`src/rtl/fft_pkg.sv`:
```
`default_nettype none
// +-----------------------------------------------------------------------------+
// | fft_pkg                                                                     |
// | Shared state encoding and parameter derivations for SDF stage controllers.  |
// | Rev 1.0                                                                     |
// +-----------------------------------------------------------------------------+
package fft_pkg;

  typedef enum logic [1:0] {
    ST_IDLE  = 2'd0,
    ST_FILL  = 2'd1,
    ST_RUN   = 2'd2,
    ST_FLUSH = 2'd3
  } state_t;

  function automatic int fft_log2n(input int n);
    return $clog2(n);
  endfunction

  // Stage s of a radix-2 SDF pipeline delays by N/2, N/4, ... samples.
  function automatic int fft_delay(input int n, input int stage);
    return n >> (stage + 1);
  endfunction

endpackage
`default_nettype wire

```
`src/rtl/sdf_stage_ctrl.sv`:
```
`default_nettype none
// +-----------------------------------------------------------------------------+
// | sdf_stage_ctrl                                                              |
// | Sequencer for one radix-2 single-path delay-feedback FFT stage.             |
// | Rev 1.0                                                                     |
// +-----------------------------------------------------------------------------+
module sdf_stage_ctrl
  import fft_pkg::*;
#(
  parameter  int N_FFT = 64,
  parameter  int STAGE = 0,
  localparam int LOG2N = fft_log2n(N_FFT),
  localparam int DELAY = fft_delay(N_FFT, STAGE)
) (
  input  logic             clk,
  input  logic             rst_n,
  input  logic             in_valid,
  input  logic             in_sof,
  input  logic             flush,
  output logic             in_ready,
  output logic             sr_en,
  output logic             zero_in,
  output logic             bf_sel,
  output logic [LOG2N-2:0] tw_addr,
  output logic             tw_en,
  output logic             out_valid,
  output logic             out_sof,
  output logic             sof_err,
  output logic             busy
);

  localparam int CNT_W = LOG2N - STAGE;

  localparam logic [CNT_W-1:0] c_one        = CNT_W'(1);
  localparam logic [CNT_W-1:0] c_delay      = CNT_W'(DELAY);
  localparam logic [CNT_W-1:0] c_last       = CNT_W'(2 * DELAY - 1);
  localparam logic [CNT_W-1:0] c_drain_last = CNT_W'(DELAY - 1);
  localparam logic [LOG2N-1:0] c_k_mask     = LOG2N'(DELAY - 1);
  // With a single-sample delay line the first sample already completes the fill.
  localparam state_t           c_sof_state  = (DELAY == 1) ? ST_RUN : ST_FILL;

  state_t           r_state;
  logic [CNT_W-1:0] r_cnt;
  logic             r_flush_pend;

  logic             w_acc;
  logic             w_adv;
  logic             w_phase;
  logic             w_cnt_zero;
  logic             w_wrap;
  logic             w_resync;
  logic [CNT_W-1:0] w_cnt_inc;
  logic [LOG2N-1:0] w_k;

  assign in_ready   = (r_state != ST_FLUSH);
  assign w_acc      = in_valid & in_ready;
  assign w_adv      = (w_acc & ((r_state != ST_IDLE) | in_sof)) | (r_state == ST_FLUSH);
  assign w_phase    = r_cnt[CNT_W-1];
  assign w_cnt_zero = (r_cnt == '0);
  assign w_cnt_inc  = r_cnt + c_one;
  assign w_wrap     = (r_cnt == c_last);
  assign w_resync   = w_acc & in_sof & ~w_cnt_zero &
                      ((r_state == ST_FILL) | (r_state == ST_RUN));
  assign w_k        = LOG2N'(r_cnt) & c_k_mask;

  assign sr_en   = w_adv;
  assign zero_in = (r_state == ST_FLUSH);
  assign bf_sel  = w_phase;
  assign tw_en   = w_adv & ~w_phase & (r_state != ST_FILL);
  assign tw_addr = (LOG2N-1)'(w_k << STAGE);
  assign busy    = (r_state != ST_IDLE);

  always_ff @(posedge clk or negedge rst_n) begin
    if (!rst_n) begin
      r_state      <= ST_IDLE;
      r_cnt        <= '0;
      r_flush_pend <= 1'b0;
      out_valid    <= 1'b0;
      out_sof      <= 1'b0;
      sof_err      <= 1'b0;
    end else begin
      out_valid <= 1'b0;
      out_sof   <= 1'b0;
      sof_err   <= w_resync;
      case (r_state)
        ST_IDLE: begin
          if (w_adv) begin
            r_state <= c_sof_state;
            r_cnt   <= c_one;
          end
        end
        ST_FILL: begin
          // A flush during fill abandons the partial frame without draining.
          if (flush) begin
            r_state <= ST_IDLE;
            r_cnt   <= '0;
          end else if (w_resync) begin
            r_state <= c_sof_state;
            r_cnt   <= c_one;
          end else if (w_adv) begin
            r_cnt <= w_cnt_inc;
            if (w_cnt_inc == c_delay) begin
              r_state <= ST_RUN;
            end
          end
        end
        ST_RUN: begin
          if (w_resync) begin
            r_state      <= c_sof_state;
            r_cnt        <= c_one;
            r_flush_pend <= 1'b0;
          end else if (w_adv) begin
            r_cnt     <= w_cnt_inc;
            out_valid <= 1'b1;
            out_sof   <= (r_cnt == c_delay);
            if (w_wrap && (r_flush_pend || flush)) begin
              r_state      <= ST_FLUSH;
              r_flush_pend <= 1'b0;
            end else if (flush) begin
              r_flush_pend <= 1'b1;
            end
          end else if (flush) begin
            if (w_cnt_zero) begin
              r_state      <= ST_FLUSH;
              r_flush_pend <= 1'b0;
            end else begin
              r_flush_pend <= 1'b1;
            end
          end
        end
        ST_FLUSH: begin
          out_valid <= 1'b1;
          if (r_cnt == c_drain_last) begin
            r_state <= ST_IDLE;
            r_cnt   <= '0;
          end else begin
            r_cnt <= w_cnt_inc;
          end
        end
        default: begin
          r_state <= ST_IDLE;
          r_cnt   <= '0;
        end
      endcase
    end
  end

endmodule
`default_nettype wire

```
`config.mk`:
```
export PLATFORM = sky130hd
export DESIGN_NAME = sdf_stage_ctrl
export DESIGN_NICKNAME = d
export VERILOG_FILES = /design/src/rtl/fft_pkg.sv /design/src/rtl/sdf_stage_ctrl.sv
export SDC_FILE = /design/constraint.sdc
export NUM_CORES = 1
export LEC_CHECK = 0
export BUFFER_PORTS_ARGS = -buffer_cell sky130_fd_sc_hd__buf_2
export CELL_PAD_IN_SITES_DETAIL_PLACEMENT = 1
export CELL_PAD_IN_SITES_GLOBAL_PLACEMENT = 2
export CORE_MARGIN = 2
export CORE_UTILIZATION = 28
export DETAILED_ROUTE_END_ITERATION = 10
export GPL_TIMING_DRIVEN = 0
export PLACE_DENSITY_LB_ADDON = 0.1
export SLEW_MARGIN = 20
export SYNTH_ARGS = -nofsm -noshare
export SYNTH_HDL_FRONTEND = slang
export SYNTH_SLANG_ARGS = --single-unit
```
`constraint.sdc`:
```
create_clock -name clk -period 2 [get_ports clk]
set_input_delay 0.4 -clock clk [delete_from_list [all_inputs] [get_ports clk]]
set_output_delay 0.4 -clock clk [all_outputs]
set_load 0.05 [all_outputs]
```
==> results.cfg <==
[synth]
ys_types = 38
yosysSeqAreaShare_pct = 33.9
synth_ff_type = dfrtp_1
synth_edf_count = 0
ys_ff_latch = 12
syn_area_um2 = 887
syn-instance-count = 103
synth_nets = 114
synth_area_per_cell_um2 = 8.61
async_flop_share_pct = 100
yosysWarnings = 0

[routing]
via_per_inst = 5.27
drt_iter0_drc = 42
drtPass1Iterations = 4
drt_wl_total_um = 2990
drc = 0
avgRoutedWirePerCell_um = 16.5
ant_nets = 0
vias = 959

[critical_path]
cp_num_buf_inv = 1
cpPeakStageDelay_ns = 0.42
cpMaxStageDelayCell = dfrtp_2
cp_num_cells = 8
critPathMaxFanout = 4
critical_path_class = register to register
critical_path.top_delay_family = compound AO/OA/AOI/OAI gates
required_ns = 2.17
worst_setup_path_start_kind = register
ff2ff_path_depth = 8
crit_arrival_ns = 2.33
endpoint_kind = register
crit_chain = inv_2 -> ha_4 -> nor4b_4 -> nand2_1 -> a311o_1 -> a311o_2 -> a2111oi_4 -> a211oi_2

[worst_hold_path]
worstHoldPathCells = 3
hp-class = input pin to register

[sta]
setup_violations = 3
skew_ns = 0.00212
rsz0062_at_grt = yes
period_share_pct = 108
finalHoldViolations = 0
max_freq_mhz = 463
final.min_clock_period_ns = 2.16
drv_slew = 0
hold_ws_ns = 0.475
tightest_slew_ns = 0.339
worst_slack_ns = -0.161
slew_headroom_pct = 77.4

[grt]
overflow = 0
grt_pass1_wl_um = 4820
grt_pass1_vias = 960
grt_max_degree = 13
grt_util_all_layers_pct = 18.3
antenna_found_initial = 0

[power]
power_mw = 1.91
vdd_drop_max_mv = 0.501
p_leak_nw = 0.589
power_density_mw_per_mm2 = 1450

[cts]
cts_tree = done
cts_buffers = 3
cts.htree.levels = 1
clkSinkCount = 12
clockBufferDepth = 2
root_buffer = clkbuf_4
insertion_delay_ns = 0.29
path_clk_slew_ns = 0.09

[final_layout]
synthToLayoutAreaGrowth_pct = 48.1
n_antenna_cell = 0
layoutNonFillerInstCount = 182
drive_gt1_share_pct = 48.6
layout.nets = 150

[run_status]
violations = negative setup slack
status = finished with violations

[place]
placed_cells = 165
port_buffers = 18
place_hpwl_um = 2000
gp_congestion = 0.735

[floorplanning]
start_util_pct = 29.3
die_h_um = 60.3
num_rows = 20
die_area_mm2 = 0.00363
die_x_um = 60.3
fp.coreArea_mm2 = 0.00303
ios = 19

[job]
cap_violations = 0
-- where the power goes --
| part | switching, mW | internal (mW) | total (mW) |
|---|---|---|---|
| combinational | 0.811 | 0.529 | 1.34 |
| sequential | 0.0558 | 0.306 | 0.362 |
| clock | 0.0985 | 0.111 | 0.210 |
-- through the flow --
stage          instance area [um2]  TNS, ns  setup WS [ns]  util, %
2_1_floorplan                  920   -0.842         -0.164        -
3_3_place_gp                  1060    -3.26         -0.433     35.2
3_5_place_dp                  1060    -3.89         -0.472     35.2
4_1_cts                       1230   -0.204         -0.108     40.7
5_1_grt                       1310   -0.892         -0.313     43.4
6_report                      1310   -0.375         -0.161     43.4
-- routing by layer --
metal / GRT usage (%) / vias up / part of all wire [%]
li1: - / 450 / -
met1: 25.5 / 480 / 47
met2: 28.6 / 24 / 48
met3: 2.60 / 5 / 3.9
met4: 6.67 / 0 / 1.4
met5: 0 / - / 0
-- synth_stat cells, types with 2 or more instances --
cell	count	area, um2
o21ai_0	11	55.1
a31oi_1	4	25.0
inv_1	8	30.0
dfrtp_1	12	300
a21o_1	2	15.0
nand3_1	3	15.0
nor3_1	5	25.0
or2_2	2	12.5
nand2b_1	2	12.5
a21oi_1	4	20.0
a311o_1	2	20.0
ha_1	6	75.1
nor2_1	5	18.8
nand2_1	13	48.8
-- state kept, by name (all words and copies together), names as in the netlist --
name / count
out_sof: 1
out_valid: 1
r_cnt: 6
r_flush_pend: 1
r_state: 2
sof_err: 1
-- cells in the final DEF (no fill, tap or decap), types with 4 or more instances in the layout --
| cell | instances |
|---|---|
| buf_2 | 17 |
| dfrtp_2 | 5 |
| a31oi_1 | 4 |
| o21ai_0 | 9 |
| nor3_1 | 4 |
| buf_4 | 12 |
| nor2_1 | 5 |
| nand2_1 | 13 |
| inv_2 | 4 |
| dfrtp_1 | 7 |
-- what timing repair did --
item | CTS | global route
endpoints found under the hold margin | 0 | 7
endpoints found under the setup margin | 14 | 10
resized for setup | 19 | 12
pin swaps | 4 | 2
hold buffers | 0 | 1
buffers inserted | 10 | 3
-- final timing paths --
check,end,start,slack [ns]
max in group asynchronous,r_cnt[4],rst_n,1.22
max reg2reg,r_state[0],r_cnt[0],-0.16
min in group asynchronous,sof_err,rst_n,0.53
max,r_state[0],r_cnt[0],-0.16
min,r_flush_pend,flush,0.47
min reg2reg,r_flush_pend,r_flush_pend,0.50
-- layout make-up --
class	count	area, um2
multi-input cells	79	646
flip-flops and latches	12	307
fillers	360	1710
well taps	44	55.1
repair buffers	32	214
clock buffers	4	36.3
plain buffers	1	5.00
inverters	10	51.3
-- worst reg2reg max path: stages, from the launching register on --
cell	delay, ns
dfrtp_2	0.42
inv_2	0.08
ha_4	0.12
nor4b_4	0.27
nand2_1	0.14
a311o_1	0.37
a311o_2	0.39
a2111oi_4	0.22
a211oi_2	0.05
-- logic make-up after synthesis --
kind of cell / share of synthesized area (%)
DFF: 33.9
adders and majority gates: 8.46
AOI/OAI and AO/OA: 26.1
buffers and inverters: 6.06
and+or+nand+nor: 25.5
Power figures use the tool's default switching activity.
